$ cat src/rtl/instr_fetch_pkg.sv
// Shared types and constants for the instruction fetch stage.
// The optional misaligned-fetch trap is enabled with `define FETCH_MISALIGN_TRAP_EN.
package instr_fetch_pkg;

    // Fetch controller states: normal fetch, discard one stale ack, halted on misaligned target
    typedef enum logic [1:0] {
        S_REQ   = 2'd0,
        S_DRAIN = 2'd1,
        S_HALT  = 2'd2
    } fetch_state_t;

    // Instruction injected with a misaligned-fetch marker (addi x0, x0, 0)
    localparam logic [31:0] NOP_INSTR = 32'h0000_0013;

    // Sequential fetch increment in bytes
    localparam logic [31:0] PC_STEP = 32'd4;

    // One buffered fetch result as seen by decode
    typedef struct packed {
        logic        misaligned;
        logic [31:0] pc;
        logic [31:0] instr;
    } fetch_entry_t;

    localparam int ENTRY_W = $bits(fetch_entry_t);

endpackage

$ cat src/rtl/instr_fetch_fifo.sv
// Show-ahead synchronous FIFO holding fetched {misaligned, pc, instr} entries.
// Head reads as zero while empty so decode never sees stale data. Flush empties it in one cycle.
module instr_fetch_fifo #(
    parameter int WIDTH = 65,
    parameter int DEPTH = 2
) (
    input  logic                     clk,
    input  logic                     rst,
    input  logic                     flush,
    input  logic                     push,
    input  logic [WIDTH-1:0]         push_data,
    input  logic                     pop,
    output logic [WIDTH-1:0]         head_data,
    output logic                     full,
    output logic                     empty,
    output logic [$clog2(DEPTH):0]   count
);

    localparam int PTR_W = $clog2(DEPTH);
    localparam int CNT_W = PTR_W + 1;

    logic [WIDTH-1:0] mem_reg [DEPTH];
    logic [PTR_W-1:0] wr_ptr_reg;
    logic [PTR_W-1:0] rd_ptr_reg;
    logic [CNT_W-1:0] count_reg;
    logic             push_ok;
    logic             pop_ok;

    assign full      = (count_reg == CNT_W'(DEPTH));
    assign empty     = (count_reg == '0);
    assign push_ok   = push & ~full;
    assign pop_ok    = pop & ~empty;
    assign count     = count_reg;
    assign head_data = empty ? '0 : mem_reg[rd_ptr_reg];

    // Storage write; contents need no reset because occupancy gates every read
    always_ff @(posedge clk) begin
        if (push_ok) begin
            mem_reg[wr_ptr_reg] <= push_data;
        end
    end

    // Pointers and occupancy; DEPTH is a power of two so pointers wrap naturally
    always_ff @(posedge clk) begin
        if (rst || flush) begin
            wr_ptr_reg <= '0;
            rd_ptr_reg <= '0;
            count_reg  <= '0;
        end else begin
            if (push_ok) begin
                wr_ptr_reg <= wr_ptr_reg + PTR_W'(1);
            end
            if (pop_ok) begin
                rd_ptr_reg <= rd_ptr_reg + PTR_W'(1);
            end
            count_reg <= count_reg + CNT_W'(push_ok) - CNT_W'(pop_ok);
        end
    end

endmodule

$ cat src/rtl/instr_fetch.sv
// Fetch stage: owns the PC, drives the single-outstanding instr_mem request and buffers
// results for decode. Redirects flush the buffer; a request already in flight is drained
// and its data dropped.
// Optional feature macro: FETCH_MISALIGN_TRAP_EN (misaligned redirect target produces a
// marker entry and halts fetch until the next redirect; otherwise target bits [1:0] are cleared).
module instr_fetch
    import instr_fetch_pkg::*;
#(
    parameter logic [31:0] RESET_PC   = 32'h0000_0000,
    parameter int          FIFO_DEPTH = 2
) (
    input  logic        clk,
    input  logic        rst,
    output logic [31:0] o_imem_addr,
    output logic        o_imem_stb,
    input  logic        i_imem_ack,
    input  logic [31:0] i_imem_data,
    output logic        o_valid,
    output logic [31:0] o_instr,
    output logic [31:0] o_pc,
    input  logic        i_ready,
    input  logic        i_redirect,
    input  logic [31:0] i_redirect_pc,
    output logic        o_misaligned
);

    localparam int CNT_W = $clog2(FIFO_DEPTH) + 1;

    fetch_state_t state_reg, state_next;
    logic [31:0]  pc_reg, pc_next;
    logic [31:0]  addr_reg, addr_next;
    logic         stb_reg, stb_next;

    logic         ack_ok;
    logic         outstanding_next;
    logic         misaligned_next;
    logic [31:0]  redirect_target;

    logic         fifo_push;
    logic         fifo_pop;
    logic         fifo_flush;
    logic         fifo_full;
    logic         fifo_empty;
    logic [CNT_W-1:0] fifo_count;
    logic [CNT_W-1:0] count_next;
    fetch_entry_t push_entry;
    fetch_entry_t head_entry;

    // An ack only counts while our strobe is up; anything else is a leftover from before reset
    assign ack_ok   = stb_reg & i_imem_ack;
    assign fifo_pop = o_valid & i_ready;

`ifdef FETCH_MISALIGN_TRAP_EN
    assign redirect_target = i_redirect_pc;
    assign misaligned_next = (pc_next[1:0] != 2'b00);
`else
    assign redirect_target = i_redirect_pc & 32'hFFFF_FFFC;
    assign misaligned_next = 1'b0;
`endif

    // Next-state, PC, buffer-push and issue-credit decisions
    always_comb begin
        state_next       = state_reg;
        pc_next          = pc_reg;
        addr_next        = addr_reg;
        stb_next         = 1'b0;
        fifo_push        = 1'b0;
        fifo_flush       = 1'b0;
        push_entry       = '{misaligned: 1'b0, pc: addr_reg, instr: i_imem_data};
        outstanding_next = stb_reg & ~i_imem_ack;

        if (i_redirect) begin
            fifo_flush = 1'b1;
            pc_next    = redirect_target;
            state_next = outstanding_next ? S_DRAIN : S_REQ;
        end else begin
            case (state_reg)
                S_REQ: begin
                    if (ack_ok && !fifo_full) begin
                        fifo_push = 1'b1;
                        pc_next   = pc_reg + PC_STEP;
                    end
`ifdef FETCH_MISALIGN_TRAP_EN
                    else if (!stb_reg && (pc_reg[1:0] != 2'b00) && !fifo_full) begin
                        fifo_push  = 1'b1;
                        push_entry = '{misaligned: 1'b1, pc: pc_reg, instr: NOP_INSTR};
                        state_next = S_HALT;
                    end
`endif
                end
                S_DRAIN: begin
                    if (ack_ok) begin
                        state_next = S_REQ;
                    end
                end
                S_HALT: begin
                    state_next = S_HALT;
                end
                default: begin
                    state_next = S_REQ;
                end
            endcase
        end

        // Occupancy as it will be next cycle, used to decide whether a new request fits
        if (fifo_flush) begin
            count_next = '0;
        end else begin
            count_next = fifo_count + CNT_W'(fifo_push) - CNT_W'(fifo_pop);
        end

        // A pending request keeps strobe and address frozen; otherwise issue if a slot is free
        if (outstanding_next) begin
            stb_next  = 1'b1;
            addr_next = addr_reg;
        end else begin
            stb_next  = (state_next == S_REQ) && !misaligned_next &&
                        (count_next < CNT_W'(FIFO_DEPTH));
            addr_next = pc_next;
        end
    end

    // Controller registers
    always_ff @(posedge clk) begin
        if (rst) begin
            state_reg <= S_REQ;
            pc_reg    <= RESET_PC;
            addr_reg  <= RESET_PC;
            stb_reg   <= 1'b0;
        end else begin
            state_reg <= state_next;
            pc_reg    <= pc_next;
            addr_reg  <= addr_next;
            stb_reg   <= stb_next;
        end
    end

    instr_fetch_fifo #(
        .WIDTH (ENTRY_W),
        .DEPTH (FIFO_DEPTH)
    ) u_fifo (
        .clk       (clk),
        .rst       (rst),
        .flush     (fifo_flush),
        .push      (fifo_push),
        .push_data (push_entry),
        .pop       (fifo_pop),
        .head_data (head_entry),
        .full      (fifo_full),
        .empty     (fifo_empty),
        .count     (fifo_count)
    );

    assign o_imem_addr  = addr_reg;
    assign o_imem_stb   = stb_reg;
    assign o_valid      = ~fifo_empty;
    assign o_pc         = head_entry.pc;
    assign o_instr      = head_entry.instr;
    assign o_misaligned = head_entry.misaligned;

endmodule

$ cat config.mk
export PLATFORM = sky130hd
export DESIGN_NAME = instr_fetch
export DESIGN_NICKNAME = d
export VERILOG_FILES = /design/src/rtl/instr_fetch_pkg.sv /design/src/rtl/instr_fetch_fifo.sv /design/src/rtl/instr_fetch.sv
export SDC_FILE = /design/constraint.sdc
export NUM_CORES = 1
export LEC_CHECK = 0
export ABC_AREA = 1
export CAP_MARGIN = 20
export CORE_MARGIN = 8
export CORE_UTILIZATION = 47
export CTS_BUF_LIST = sky130_fd_sc_hd__clkbuf_4 sky130_fd_sc_hd__clkbuf_8
export DETAILED_ROUTE_END_ITERATION = 16
export PLACE_DENSITY = 0.75
export SYNTH_ARGS = -nofsm -noshare
export SYNTH_HDL_FRONTEND = slang
export SYNTH_SLANG_ARGS = --single-unit
$ cat constraint.sdc
create_clock -name clk -period 4 [get_ports clk]
set_input_delay 0.6 -clock clk [delete_from_list [all_inputs] [get_ports clk]]
set_output_delay 0.6 -clock clk [all_outputs]
set_load 0.05 [all_outputs]
==> impl_metrics.env, run 1 <==
export IMPL_die_width_um=151
export IMPL_fin_util=0.608
export IMPL_synth_area_leaders="edfxtp_1 45%, dfxtp_1 17%, nand2_1 11%"
export IMPL_drcViolationCount=0
export IMPL_post_cts_buffers=0
export IMPL_r2r_start="u_fifo.count[1]"
export IMPL_end_kind="output pin"
export IMPL_worstPathRequired_ns=3.40
export IMPL_clk_path_buf_depth=2
export IMPL_setup_violations=0
export IMPL_ys_types=37
export IMPL_hold_viol=0
export IMPL_synth_top_cell_area_share=0.451
export IMPL_final_net_count=1139
export IMPL_cts_sinks=200
export IMPL_htreeDepth=4
export IMPL_dr_wl_met3_um=1060
export IMPL_drv_cap=0
export IMPL_dp_cells=1277
export IMPL_layout_commonest_cell="nand2_1"
export IMPL_post_synth_top_area_cell="edfxtp_1"
export IMPL_final_period_utilization=0.807
export IMPL_gr_total_overflow=0
export IMPL_grt_usage=0.190
export IMPL_ff_latch_area_sq_mm=0.00529
export IMPL_clock_latency_ns=0.45
export IMPL_area_growth_pct=27.5
export IMPL_vias=6645
export IMPL_ios=168
export IMPL_avgSynthCellArea_sq_um=9.30
export IMPL_numCtsBuffers=17
export IMPL_multi_input_area_sq_mm=0.00268
export IMPL_layout_drive_gt1_share=0.0704
export IMPL_grt_max_degree=66
export IMPL_wl_per_cell_um=16.3
export IMPL_syn_inst=917
export IMPL_io_buffers=164
export IMPL_final_cell_mix="247 x nand2_1, 164 x clkdlybuf4s50_1, 128 x edfxtp_1"
export IMPL_tightest_slew_ns=0.982
export IMPL_start_util=0.477
export IMPL_synth_nets=989
export IMPL_rsz0062_at_grt="no"
export IMPL_synth_main_ff_cell="edfxtp_1"
export IMPL_yosysWarnings=0
export IMPL_gp_congestion=0.904
export IMPL_wl_met1_um=9440
export IMPL_drt_total_wl_um=21400
export IMPL_cts_tree="yes"
export IMPL_drt_iter0_drc=429
export IMPL_yosys_register_bits=200
export IMPL_crit_path_start_kind="flop"
export IMPL_hold_start="pc_reg[1]"
export IMPL_worst_slack_ns=0.772
export IMPL_postCtsHoldBufs=0
export IMPL_ant_nets=0
export IMPL_drt_pass1_iter_count=5
export IMPL_finalCriticalPeriod_ns=3.23
export IMPL_hold_class="flop to flop"
export IMPL_synth_edff_count=128
export IMPL_slew_violations=0
export IMPL_ys_async_sr_fraction=0
export IMPL_fmax_mhz=310
export IMPL_cp_arrival_ns=2.63
export IMPL_dp_hpwl_um=14800
export IMPL_path_max_fanout=29
export IMPL_highest_layer="met4"
export IMPL_viasPerCell=5.07
export IMPL_peakVddDrop_v=0.000188
export IMPL_crit_type="flop to output pin"
export IMPL_syn_area_sq_mm=0.00853
export IMPL_slew_headroom=0.345
export IMPL_die_y_um=151
export IMPL_dieArea_sq_mm=0.0227
export IMPL_total_power_w=0.00434
export IMPL_core_area_sq_mm=0.0179
export IMPL_grt_first_pass_wirelength_um=33700
export IMPL_clk_pin_slew_ns=0.09
export IMPL_post_cts_resized=0
export IMPL_power_density_mw_per_mm2=399
export IMPL_antenna_found_initial=1
export IMPL_final_instance_count_excl_fill=1310
export IMPL_ys_seq_area_frac=0.620
export IMPL_largest_register_ffs=128
export IMPL_finalClockSkew_ns=0.0169
export IMPL_grt_pass1_vias=6443
export IMPL_pre_cts_slack_ns=0.910
export IMPL_filler_cell_count=1522
export IMPL_std_cell_rows=49
export IMPL_routed_wl_met2_um=10600
export IMPL_p_leak_nw=4.33
export IMPL_setup_tns_final_ns=0
export IMPL_status="finished, final reports clean"
export IMPL_cts_root_buf="clkbuf_8"
-- power by group --
group	leakage, nW	internal (W)	switching [W]
Clock	0.238	0.000788	0.000683
Combinational	2.34	0.000195	0.000343
Sequential	1.75	0.00227	0.0000585
Total	4.33	0.00325	0.00108
-- critical path, cell delays in order (launching register included) --
cell and delay (ns):
dfxtp_2 0.34, inv_2 0.41, buf_4 0.34, nand2_1 0.08
a21oi_1 0.16, clkdlybuf4s50_1 0.84
-- Yosys cell counts (4+ instances only) --
cell type,instances
inv_2,8
xor2_1,5
nand3_1,67
nor2_1,45
edfxtp_1,128
or2_2,5
nor2_4,4
nand2_1,247
clkbuf_1,32
buf_2,4
inv_1,102
o21bai_1,11
a21oi_1,97
nand4_1,16
buf_1,4
nor2_2,6
o21ai_0,34
dfxtp_1,72
-- routing by layer --
layer	up-vias	GRT usage
met5	-	0
met4	0	0.0529
met3	20	0.0373
met2	153	0.322
met1	3140	0.241
li1	3332	-
-- worst paths after layout --
kind / to / slack (ns) / cells after the start
worst max-delay path: o_pc[29] / 0.77 / 5
worst min register to register: pc_reg[1] / 0.46 / 2
worst max register to register: o_imem_stb / 1.62 / 11
worst min-delay path: pc_reg[1] / 0.46 / 2
-- layout make-up --
class,instances,area share
Sequential cell,200,0.486
Multi-Input combinational cell,565,0.246
Clock inverter,10,0.0176
Clock buffer,22,0.0250
Antenna cell,1,0.000230
Tap cell,229,0.0263
Timing Repair Buffer,173,0.161
Inverter,110,0.0380
-- logic make-up (layout without fill, tap and decap cells) --
| family | count (synthesis) | in the layout | synth area share |
|---|---|---|---|
| adders and majority gates | 3 | 3 | 0.00440 |
| other | 1 | 2 | 0.000440 |
| xor gates and xnor gates | 6 | 6 | 0.00616 |
| buffers and inverters | 152 | 315 | 0.0688 |
| DFF | 200 | 200 | 0.620 |
| AOI/OAI and AO/OA | 150 | 150 | 0.0927 |
| and+or+nand+nor | 405 | 405 | 0.208 |
-- stage by stage --
stage	hold WS (ns)	area (sq um)
5_1_grt	0.498	10900
3_5_place_dp	0.450	10400
6_report	0.464	10900
4_1_cts	0.462	10900
2_1_floorplan	0.426	8540
3_3_place_gp	0.431	10400
Power figures use the tool's default switching activity.
==> run 2, diff against run 1 <==
==> constraint.sdc (replaced) <==
create_clock -name clk -period 2.7 [get_ports clk]
set_input_delay 0.405 -clock clk [delete_from_list [all_inputs] [get_ports clk]]
set_output_delay 0.405 -clock clk [all_outputs]
set_load 0.05 [all_outputs]
==> run 2 against run 1 <==
Sequential share of layout area down 3.3 points. Power is 45% higher. Clock power grew 35%. Wire length down 1.7%. Worst setup slack worse by 0.43 ns. Die area is the same. Combinational power rose by 62%. Critical path depth shrank 1. Via count rose by 0.63%. Register-to-register slack worse by 0.95 ns. Flip-flop and latch count unchanged. Cell area increased by 7.3%. Critical path type unchanged. Critical endpoint is now o_pc[13].
==> impl_metrics.env, run 2 (same netlist as run 1, synthesis figures left out) <==
export IMPL_gp_congestion=0.900
export IMPL_final_net_count=1156
export IMPL_drcViolationCount=0
export IMPL_dr_wl_met3_um=1290
export IMPL_drt_total_wl_um=21000
export IMPL_viasPerCell=5.04
export IMPL_finalClockSkew_ns=0.0107
export IMPL_numCtsBuffers=17
export IMPL_clk_path_buf_depth=2
export IMPL_tightest_slew_ns=0.713
export IMPL_path_max_fanout=64
export IMPL_largest_register_ffs=128
export IMPL_ff_latch_area_sq_mm=0.00529
export IMPL_layout_commonest_cell="nand2_1"
export IMPL_crit_chain="nor2_4 > buf_4 > a21oi_1 > buf_12"
export IMPL_highest_layer="met4"
export IMPL_drt_iter0_drc=403
export IMPL_cts_sinks=200
export IMPL_dp_cells=1294
export IMPL_ios=168
export IMPL_total_power_w=0.00630
export IMPL_path_buf_inv=2
export IMPL_grt_usage=0.187
export IMPL_filler_cell_count=1439
export IMPL_final_period_utilization=0.873
export IMPL_antenna_found_initial=0
export IMPL_drv_cap=0
export IMPL_core_area_sq_mm=0.0179
export IMPL_clk_pin_slew_ns=0.10
export IMPL_p_leak_nw=4.71
export IMPL_clock_latency_ns=0.45
export IMPL_setup_violations=0
export IMPL_final_instance_count_excl_fill=1326
export IMPL_multi_input_area_sq_mm=0.00268
export IMPL_max_stage_delay_ns=0.54
export IMPL_grt_first_pass_wirelength_um=33200
export IMPL_dieArea_sq_mm=0.0227
export IMPL_end_kind="output pin"
export IMPL_crit_path_start_kind="flop"
export IMPL_crit_type="flop to output pin"
export IMPL_num_antenna_cells=0
export IMPL_std_cell_rows=49
export IMPL_power_density_mw_per_mm2=540
export IMPL_postCtsHoldBufs=0
export IMPL_hold_ws_ns=0.465
export IMPL_status="finished, final reports clean"
export IMPL_critPathTopFamily="buffers and inverters"
export IMPL_worstPathRequired_ns=2.30
export IMPL_peakVddDrop_v=0.000325
export IMPL_wl_per_cell_um=15.8
export IMPL_ant_nets=0
export IMPL_hold_viol=0
export IMPL_layout_drive_gt1_share=0.142
export IMPL_vias=6687
export IMPL_routed_wl_met2_um=10200
export IMPL_io_buffers=164
export IMPL_start_util=0.477
export IMPL_setup_tns_final_ns=0
export IMPL_grt_pass1_vias=6387
export IMPL_fmax_mhz=424
export IMPL_post_cts_resized=0
export IMPL_finalCriticalPeriod_ns=2.36
export IMPL_dp_hpwl_um=15100
export IMPL_cp_arrival_ns=1.95
export IMPL_area_growth_pct=36.8
export IMPL_wl_met1_um=9090
export IMPL_slew_violations=0
export IMPL_final_cell_mix="247 x nand2_1, 128 x edfxtp_1, 102 x inv_1"
export IMPL_slew_headroom=0.525
export IMPL_gr_total_overflow=0
export IMPL_die_y_um=151
export IMPL_hold_class="flop to flop"
export IMPL_drt_pass1_iter_count=5
export IMPL_cts_tree="yes"
export IMPL_cts_root_buf="clkbuf_8"
export IMPL_htreeDepth=4
export IMPL_rsz0062_at_grt="no"
export IMPL_post_cts_buffers=0
export IMPL_die_width_um=151
export IMPL_grt_max_degree=65
export IMPL_cp_slowest_cell="buf_4"
## run 2: stage by stage
stage	setup WS, ns	area, sq um	utilization
final	0.344	11700	0.652
after global placement	0.165	11300	0.629
after global routing	0.206	11700	0.652
after CTS	0.293	11700	0.652
after detailed placement	0.167	11300	0.629
after floorplan	0.110	8550	-
## run 2: final cells by class
cell class | instances | area share
Tap cell | 229 | 0.0245
Multi-Input combinational cell | 565 | 0.230
Inverter | 110 | 0.0354
Sequential cell | 200 | 0.453
Clock inverter | 13 | 0.0141
Clock buffer | 19 | 0.0213
Timing Repair Buffer | 190 | 0.222
## run 2: per-layer routing
metal  vias to the layer above  track usage
met5                         -            0
met4                         0       0.0633
met3                        31       0.0301
met2                       210        0.315
met1                      3076        0.241
li1                       3370            -
## run 2: worst paths after layout
| kind | from | end | slack, ns | depth (start not counted) |
|---|---|---|---|---|
| worst max-delay path | u_fifo.count[1] | o_pc[13] | 0.34 | 4 |
| worst min-delay path | u_fifo.rd_ptr_reg | u_fifo.rd_ptr_reg | 0.47 | 1 |
| worst max register to register | u_fifo.count[0] | u_fifo.mem_reg[1][21] | 0.67 | 7 |
| worst min register to register | u_fifo.rd_ptr_reg | u_fifo.rd_ptr_reg | 0.47 | 1 |
## run 2: report_power, final
| group | internal [W] | leakage, nW | switching (W) |
|---|---|---|---|
| sequential | 0.00336 | 1.75 | 0.0000847 |
| clock | 0.000950 | 0.204 | 0.00103 |
| combinational | 0.000348 | 2.76 | 0.000520 |
## run 2: worst reg2reg max path: stages, from the launching register on
cell	delay (ns)
dfxtp_1	0.40
inv_2	0.06
nand2_2	0.10
nand3_2	0.18
nor2_1	0.23
inv_1	0.14
nor2_4	0.36
buf_4	0.26
